**src/rtl/zoom_request_controller.sv**
```systemverilog
`timescale 1ns/1ps
`default_nettype none
// ============================================================================
//  Module   : zoom_request_controller
//  Purpose  : Validates algorithm switches and zoom buttons from the board and
//             sequences one start/done transaction with the image scaler for
//             every accepted request. Raises switch, zoom and timeout errors
//             for the 7-segment message display.
//  Ports    :
//    clk, reset                - clock, asynchronous active-high reset
//    sw_algo[3:0]              - one-hot algorithm switches (NN, PR, DEC, BA)
//    btn_zoom_in/btn_zoom_out  - debounced level buttons, rising edge acts
//    scaler_done               - 1-cycle completion pulse from scaler
//    scale_start               - 1-cycle start pulse to scaler
//    algorithm_select[1:0]     - 00 NN, 01 PR, 10 DEC, 11 BA
//    zoom_level[LVL_W-1:0]     - signed zoom level, 2^level scale
//    busy                      - transaction in flight
//    invalid_zoom_error        - rejected request, held for ERR_HOLD_CYCLES
//    multiple_switches_error   - more than one switch up (registered)
//    no_switch_selected_error  - no switch up (registered)
//    scale_timeout_error       - scaler never answered, sticky
//  Revision : 1.0 - initial release
// ============================================================================
module zoom_request_controller #(
  parameter int MAX_LVL         = 2,
  parameter int LVL_W           = 3,
  parameter int ERR_HOLD_CYCLES = 100_000_000,
  parameter int TIMEOUT_CYCLES  = 50_000_000
) (
  input  logic                    clk,
  input  logic                    reset,
  input  logic [3:0]              sw_algo,
  input  logic                    btn_zoom_in,
  input  logic                    btn_zoom_out,
  input  logic                    scaler_done,
  output logic                    scale_start,
  output logic [1:0]              algorithm_select,
  output logic signed [LVL_W-1:0] zoom_level,
  output logic                    busy,
  output logic                    invalid_zoom_error,
  output logic                    multiple_switches_error,
  output logic                    no_switch_selected_error,
  output logic                    scale_timeout_error
);

  localparam int c_HOLD_W = $clog2(ERR_HOLD_CYCLES + 1);
  localparam int c_TO_W   = $clog2(TIMEOUT_CYCLES + 1);

  localparam logic [c_HOLD_W-1:0]     c_HOLD_LAST = c_HOLD_W'(ERR_HOLD_CYCLES - 1);
  localparam logic [c_TO_W-1:0]       c_TO_LAST   = c_TO_W'(TIMEOUT_CYCLES - 1);
  localparam logic signed [LVL_W-1:0] c_MAX_LVL   = LVL_W'(MAX_LVL);
  localparam logic signed [LVL_W-1:0] c_MIN_LVL   = LVL_W'(-MAX_LVL);
  localparam logic signed [LVL_W-1:0] c_ZERO      = '0;
  localparam logic signed [LVL_W-1:0] c_ONE       = LVL_W'(1);

  typedef enum logic [1:0] {
    S_IDLE      = 2'd0,
    S_START     = 2'd1,
    S_WAIT_DONE = 2'd2
  } state_t;

  state_t r_state;
  state_t w_state_next;

  logic                    r_btn_in_q;
  logic                    r_btn_out_q;
  logic [c_HOLD_W-1:0]     r_hold_cnt;
  logic [c_TO_W-1:0]       r_wait_cnt;

  logic                    w_edge_in;
  logic                    w_edge_out;
  logic                    w_sw_multi;
  logic                    w_sw_none;
  logic                    w_sw_bad;
  logic [1:0]              w_cand;
  logic                    w_cand_up;
  logic                    w_lvl_pos;
  logic                    w_lvl_neg;
  logic                    w_in_ok;
  logic                    w_out_ok;
  logic                    w_compat;
  logic                    w_latch;
  logic                    w_err_set;
  logic                    w_timeout_set;
  logic signed [LVL_W-1:0] w_level_next;

  // --------------------------------------------------------------------------
  // Button edge detection. History resets to 1 so a button held through
  // reset release does not look like a fresh press.
  // --------------------------------------------------------------------------
  always_ff @(posedge clk or posedge reset) begin
    if (reset) begin
      r_btn_in_q  <= 1'b1;
      r_btn_out_q <= 1'b1;
    end else begin
      r_btn_in_q  <= btn_zoom_in;
      r_btn_out_q <= btn_zoom_out;
    end
  end

  assign w_edge_in  = btn_zoom_in  & ~r_btn_in_q;
  assign w_edge_out = btn_zoom_out & ~r_btn_out_q;

  // --------------------------------------------------------------------------
  // Switch validation and candidate algorithm decode
  // --------------------------------------------------------------------------
  assign w_sw_multi = ((sw_algo & (sw_algo - 4'd1)) != 4'd0);
  assign w_sw_none  = (sw_algo == 4'd0);
  // The current switch state is included alongside the registered flags so
  // an ambiguous candidate is never acted on during the flag's latency cycle.
  assign w_sw_bad   = w_sw_multi | w_sw_none |
                      multiple_switches_error | no_switch_selected_error;

  always_comb begin
    w_cand = 2'b00;
    case (sw_algo)
      4'b0001: w_cand = 2'b00;
      4'b0010: w_cand = 2'b01;
      4'b0100: w_cand = 2'b10;
      4'b1000: w_cand = 2'b11;
      default: w_cand = 2'b00;
    endcase
  end

  // NN and PR are upscalers, DEC and BA are downscalers.
  assign w_cand_up = ~w_cand[1];
  assign w_lvl_pos = (zoom_level > c_ZERO);
  assign w_lvl_neg = (zoom_level < c_ZERO);

  // Steps back toward 1x are allowed with any algorithm.
  assign w_in_ok  = w_lvl_neg | (w_cand_up & (zoom_level < c_MAX_LVL));
  assign w_out_ok = w_lvl_pos | (~w_cand_up & (zoom_level > c_MIN_LVL));

  // Level 0 accepts every algorithm; otherwise direction must match.
  assign w_compat = (w_lvl_pos & w_cand_up) | (w_lvl_neg & ~w_cand_up) |
                    (~w_lvl_pos & ~w_lvl_neg);

  // --------------------------------------------------------------------------
  // FSM state register
  // --------------------------------------------------------------------------
  always_ff @(posedge clk or posedge reset) begin
    if (reset) r_state <= S_IDLE;
    else       r_state <= w_state_next;
  end

  // --------------------------------------------------------------------------
  // FSM next state and outputs. In IDLE the request rules are evaluated in
  // priority order; the first matching rule decides the action.
  // --------------------------------------------------------------------------
  always_comb begin
    w_state_next  = r_state;
    w_latch       = 1'b0;
    w_err_set     = 1'b0;
    w_timeout_set = 1'b0;
    w_level_next  = zoom_level;
    scale_start   = 1'b0;
    busy          = 1'b0;

    case (r_state)
      S_IDLE: begin
        if (w_sw_bad) begin
          // Switches unusable: buttons are ignored silently.
        end else if (w_edge_in && w_edge_out) begin
          w_err_set = 1'b1;
        end else if (w_edge_in && w_in_ok) begin
          w_level_next = zoom_level + c_ONE;
          w_latch      = 1'b1;
          w_state_next = S_START;
        end else if (w_edge_out && w_out_ok) begin
          w_level_next = zoom_level - c_ONE;
          w_latch      = 1'b1;
          w_state_next = S_START;
        end else if (w_edge_in || w_edge_out) begin
          w_err_set = 1'b1;
        end else if ((w_cand != algorithm_select) && w_compat) begin
          // Algorithm change alone re-runs the scaler at the current level.
          w_latch      = 1'b1;
          w_state_next = S_START;
        end else if (!w_compat) begin
          // Keeps re-arming the hold timer for as long as the switch
          // disagrees with the current zoom direction.
          w_err_set = 1'b1;
        end
      end
      S_START: begin
        scale_start  = 1'b1;
        busy         = 1'b1;
        w_state_next = S_WAIT_DONE;
      end
      S_WAIT_DONE: begin
        busy = 1'b1;
        if (scaler_done) begin
          w_state_next = S_IDLE;
        end else if (r_wait_cnt == c_TO_LAST) begin
          w_timeout_set = 1'b1;
          w_state_next  = S_IDLE;
        end
      end
      default: begin
        w_state_next = S_IDLE;
      end
    endcase
  end

  // --------------------------------------------------------------------------
  // Latched request: level and algorithm only move on the IDLE->START edge,
  // so they are stable for the whole transaction.
  // --------------------------------------------------------------------------
  always_ff @(posedge clk or posedge reset) begin
    if (reset) begin
      algorithm_select <= 2'b00;
      zoom_level       <= c_ZERO;
    end else if (w_latch) begin
      algorithm_select <= w_cand;
      zoom_level       <= w_level_next;
    end
  end

  // --------------------------------------------------------------------------
  // Invalid-zoom flag with hold timer (ERR_HOLD_CYCLES-1 down to 0)
  // --------------------------------------------------------------------------
  always_ff @(posedge clk or posedge reset) begin
    if (reset) begin
      invalid_zoom_error <= 1'b0;
      r_hold_cnt         <= '0;
    end else if (w_latch) begin
      invalid_zoom_error <= 1'b0;
      r_hold_cnt         <= '0;
    end else if (w_err_set) begin
      invalid_zoom_error <= 1'b1;
      r_hold_cnt         <= c_HOLD_LAST;
    end else if (invalid_zoom_error) begin
      if (r_hold_cnt == '0) invalid_zoom_error <= 1'b0;
      else                  r_hold_cnt         <= r_hold_cnt - 1'b1;
    end
  end

  // --------------------------------------------------------------------------
  // Scaler timeout: counts WAIT_DONE cycles; flag is sticky until next start.
  // --------------------------------------------------------------------------
  always_ff @(posedge clk or posedge reset) begin
    if (reset) begin
      r_wait_cnt          <= '0;
      scale_timeout_error <= 1'b0;
    end else begin
      if (r_state == S_START)          r_wait_cnt <= '0;
      else if (r_state == S_WAIT_DONE) r_wait_cnt <= r_wait_cnt + 1'b1;

      if (w_latch)            scale_timeout_error <= 1'b0;
      else if (w_timeout_set) scale_timeout_error <= 1'b1;
    end
  end

  // --------------------------------------------------------------------------
  // Registered switch error flags
  // --------------------------------------------------------------------------
  always_ff @(posedge clk or posedge reset) begin
    if (reset) begin
      multiple_switches_error  <= 1'b0;
      no_switch_selected_error <= 1'b0;
    end else begin
      multiple_switches_error  <= w_sw_multi;
      no_switch_selected_error <= w_sw_none;
    end
  end

endmodule
`default_nettype wire

```
**config.mk**
```make
export PLATFORM = sky130hd
export DESIGN_NAME = zoom_request_controller
export DESIGN_NICKNAME = d
export VERILOG_FILES = /design/src/rtl/zoom_request_controller.sv
export SDC_FILE = /design/constraint.sdc
export NUM_CORES = 1
export LEC_CHECK = 0
export CORE_MARGIN = 2
export CORE_UTILIZATION = 35
export CTS_CLUSTER_DIAMETER = 50
export DETAILED_ROUTE_END_ITERATION = 7
export HOLD_SLACK_MARGIN = 0.05
export RECOVER_POWER = 50
export SKIP_CTS_REPAIR_TIMING = 1
export SLEW_MARGIN = 20
export SYNTH_ARGS = -nofsm -noshare
export SYNTH_HDL_FRONTEND = slang
export SYNTH_SLANG_ARGS = --single-unit
```
**constraint.sdc**
```tcl
create_clock -name clk -period 3 [get_ports clk]
set_input_delay 0.45 -clock clk [delete_from_list [all_inputs] [get_ports clk]]
set_output_delay 0.45 -clock clk [all_outputs]
set_load 0.02 [all_outputs]
```
==> metrics.txt <==
CTS tree built; first-pass GRT wire length around 13 mm; normalized max-slew margin a little over a tenth; Core Area 9860 um2; Post-DRT Antenna Nets 0; fraction of layout cells with a size suffix above 1 approximately 8%; Sw Share 36.4%; outcome completed; commonest non-fill, non-tap cells in the layout dfrtp_1 (64), nor2_1 (47), a21oi_1 (28); Ant. Diodes 0; CTS max path bufs 2; crit path capture type register; Synth Area per Inst ~9.5 um2; Row Count 36; number of synthesized flops with an enable pin 0; GRT Overall Usage between 10 and 15%; simple-gate share of the synthesized area roughly 23%; DRC Markers 0; Max H-tree Level 3; Data required, critical path roughly 3300 ps; endpoints failing setup 0; Fin Clk Skew slightly below 9 ps; synthesized area 3590 um2; leak pwr 1.60 nW; Worst setup SP type primary input; Die X about 110 um; die height 105 um; initial core utilization between 30 and 40%; vias in the first global route 2719; Power per Cell Area about 740 nW/um2; Tmin final between 2000 and 3000 ps; Synthesized Nets 394; Vias 2765; internal power 1.95 mW; Nets about 420; Synth warnings 0; Main synth FF type dfrtp_1; Synth async-reset ratio 100%; maximum fanout along the worst path 9; CTS clk-pin slew, worst paths around 70 ps; post-synthesis compound-gate area fraction a little under an eighth; Max IR drop VDD 0.487 mV; pin count of the biggest net entering global routing 56; WL final 7.20 mm; Synth area leader dfrtp_1; synthesized instance count roughly 380; synthesis-to-finish area growth 14.4%; grt ovf 0; Clock Latency Late Sink approximately 330 ps; combinational power share about a third; largest family of logic cells by synthesized area simple AND/OR/NAND/NOR gates; clock sink total 66; xor and xnor fraction of the mapped netlist area between 10 and 15%; Synth Register Bits 66; routability cong. ~0.83; 1st-iter DRT viols roughly 160; Crit Path Category primary input to register; RSZ-0062 raised after global routing false; Netlist cell types 58; Final Cycle Share roughly 90%; post-synth top area share 44.6%; Worst EP arrival about 2900 ps; hpwl dp 5.00 mm; post-synthesis mux area share 1.57%; routed len/inst approximately 13 um; Cell Count Post-Placement 523; commonest non-fill, non-tap cell in the layout dfrtp_1; Slew Limit Fails 0; router iterations before antenna repair 4; Seq pwr share 44.7%; Power Total 3.06 mW; Slew @ Worst Pin 1340 ps; vias per cell slightly above 5; Root Buffer clkbuf_8; post-route core utilization between 40% and 50%; switching pwr 1.11 mW; initial antenna violation count 0; I/O Pins 20; clock buffer count from CTS 9; endpoints failing hold 0; synth top area cells dfrtp_1 (45%), xor2_1 (6.1%), xnor2_1 (5.1%); fmax about 370 MHz; Seq/Total Area, Yosys a little under half; setup TNS 0 ps; worst slack, placed just under 80 ps; Hold Crit Class register to register; clock network fraction of design power 21.9%; Port-buffer cells 19; Die ar. around 11000 um2; final non-filler cell total ~540; # Max-Cap Violations 0; setup ws final 321 ps; fill count roughly 1000; area share of fa/ha/maj cells after synthesis under 10%
power by group through the flow:
stage	registers, mW	clock network (mW)	logic [mW]
after detailed placement	1.38	0	1.05
after global routing	1.42	0.736	1.16
after CTS	1.37	0.697	1.05
final	1.37	0.670	1.02
after global placement	1.38	0	1.02
after floorplan	1.36	0	0.758
cell usage after synthesis (all sizes together) (4+ instances only):
cell,number
dfrtp,64
nor2,47
a21oi,29
xor2,25
xnor2,21
nand2,19
nand3,17
inv,16
nor3,14
clkbuf,11
nand4,10
nor4,8
o21ai,8
or3,8
a31oi,6
buf,6
or4,6
ha,5
mux2,5
nand3b,4
nor2b,4
cells by family (layout without fill, tap and decap cells):
group	after synthesis	in the layout
AND/OR/NAND/NOR	157	157
AO/OA/AOI/OAI	65	65
adder cells (fa/ha/maj)	7	7
buffers and inverters	33	60
multiplexers	5	5
XOR/XNOR	46	46
flip-flops	66	66
sequential cells by signal (all words and copies together) (netlist names):
signal                    flops
invalid_zoom_error            1
r_btn_out_q                   1
no_switch_selected_error      1
multiple_switches_error       1
zoom_level                    3
r_btn_in_q                    1
algorithm_select              2
r_state                       2
scale_timeout_error           1
r_wait_cnt                   26
r_hold_cnt                   27
stage by stage:
| stage | instance area (um2) | hold slack (ps) |
|---|---|---|
| global route | 4110 | 570 |
| CTS | 4130 | 361 |
| floorplan | 3590 | 454 |
| finish | 4110 | 534 |
| global placement | 3960 | 509 |
| detailed placement | 3960 | 527 |
worst max-delay path, cell delays in order:
cell,delay (ps)
dlygate4sd3_1,690
or3b_1,370
a2111oi_0,410
a221oi_1,110
a211oi_2,360
a31oi_1,340
a21oi_1,210
per-layer routing:
| metal | track usage [%] | vias to the layer above | wire, um |
|---|---|---|---|
| met2 | 22.4 | 35 | 3350 |
| met5 | 0 | - | 0 |
| met3 | 3.53 | 10 | 194 |
| li1 | - | 1384 | - |
| met1 | 19.2 | 1336 | 3540 |
| met4 | 5.14 | 0 | 121 |
layout make-up:
class	instances	area (um2)	share of cell area, %
Clock buffer	16	170	4.14
Sequential cell	66	1650	40.2
Multi-Input combinational cell	280	1810	44.0
Timing Repair Buffer	28	251	6.11
Tap cell	133	166	4.05
Inverter	16	60.1	1.46
path summary, 6_finish.rpt:
| check | from | end | slack [ps] | depth (start not counted) |
|---|---|---|---|---|
| setup / recovery | sw_algo[1] | r_hold_cnt[12] | 320 | 7 |
| hold / removal | r_hold_cnt[12] | r_hold_cnt[12] | 530 | 2 |
| setup reg to reg | r_hold_cnt[9] | r_hold_cnt[3] | 380 | 6 |
| hold reg to reg | r_hold_cnt[12] | r_hold_cnt[12] | 530 | 2 |
| max in group asynchronous | reset | zoom_level[1] | 790 | 3 |
| min in group asynchronous | reset | r_hold_cnt[0] | 560 | 2 |
Power figures use the tool's default switching activity.
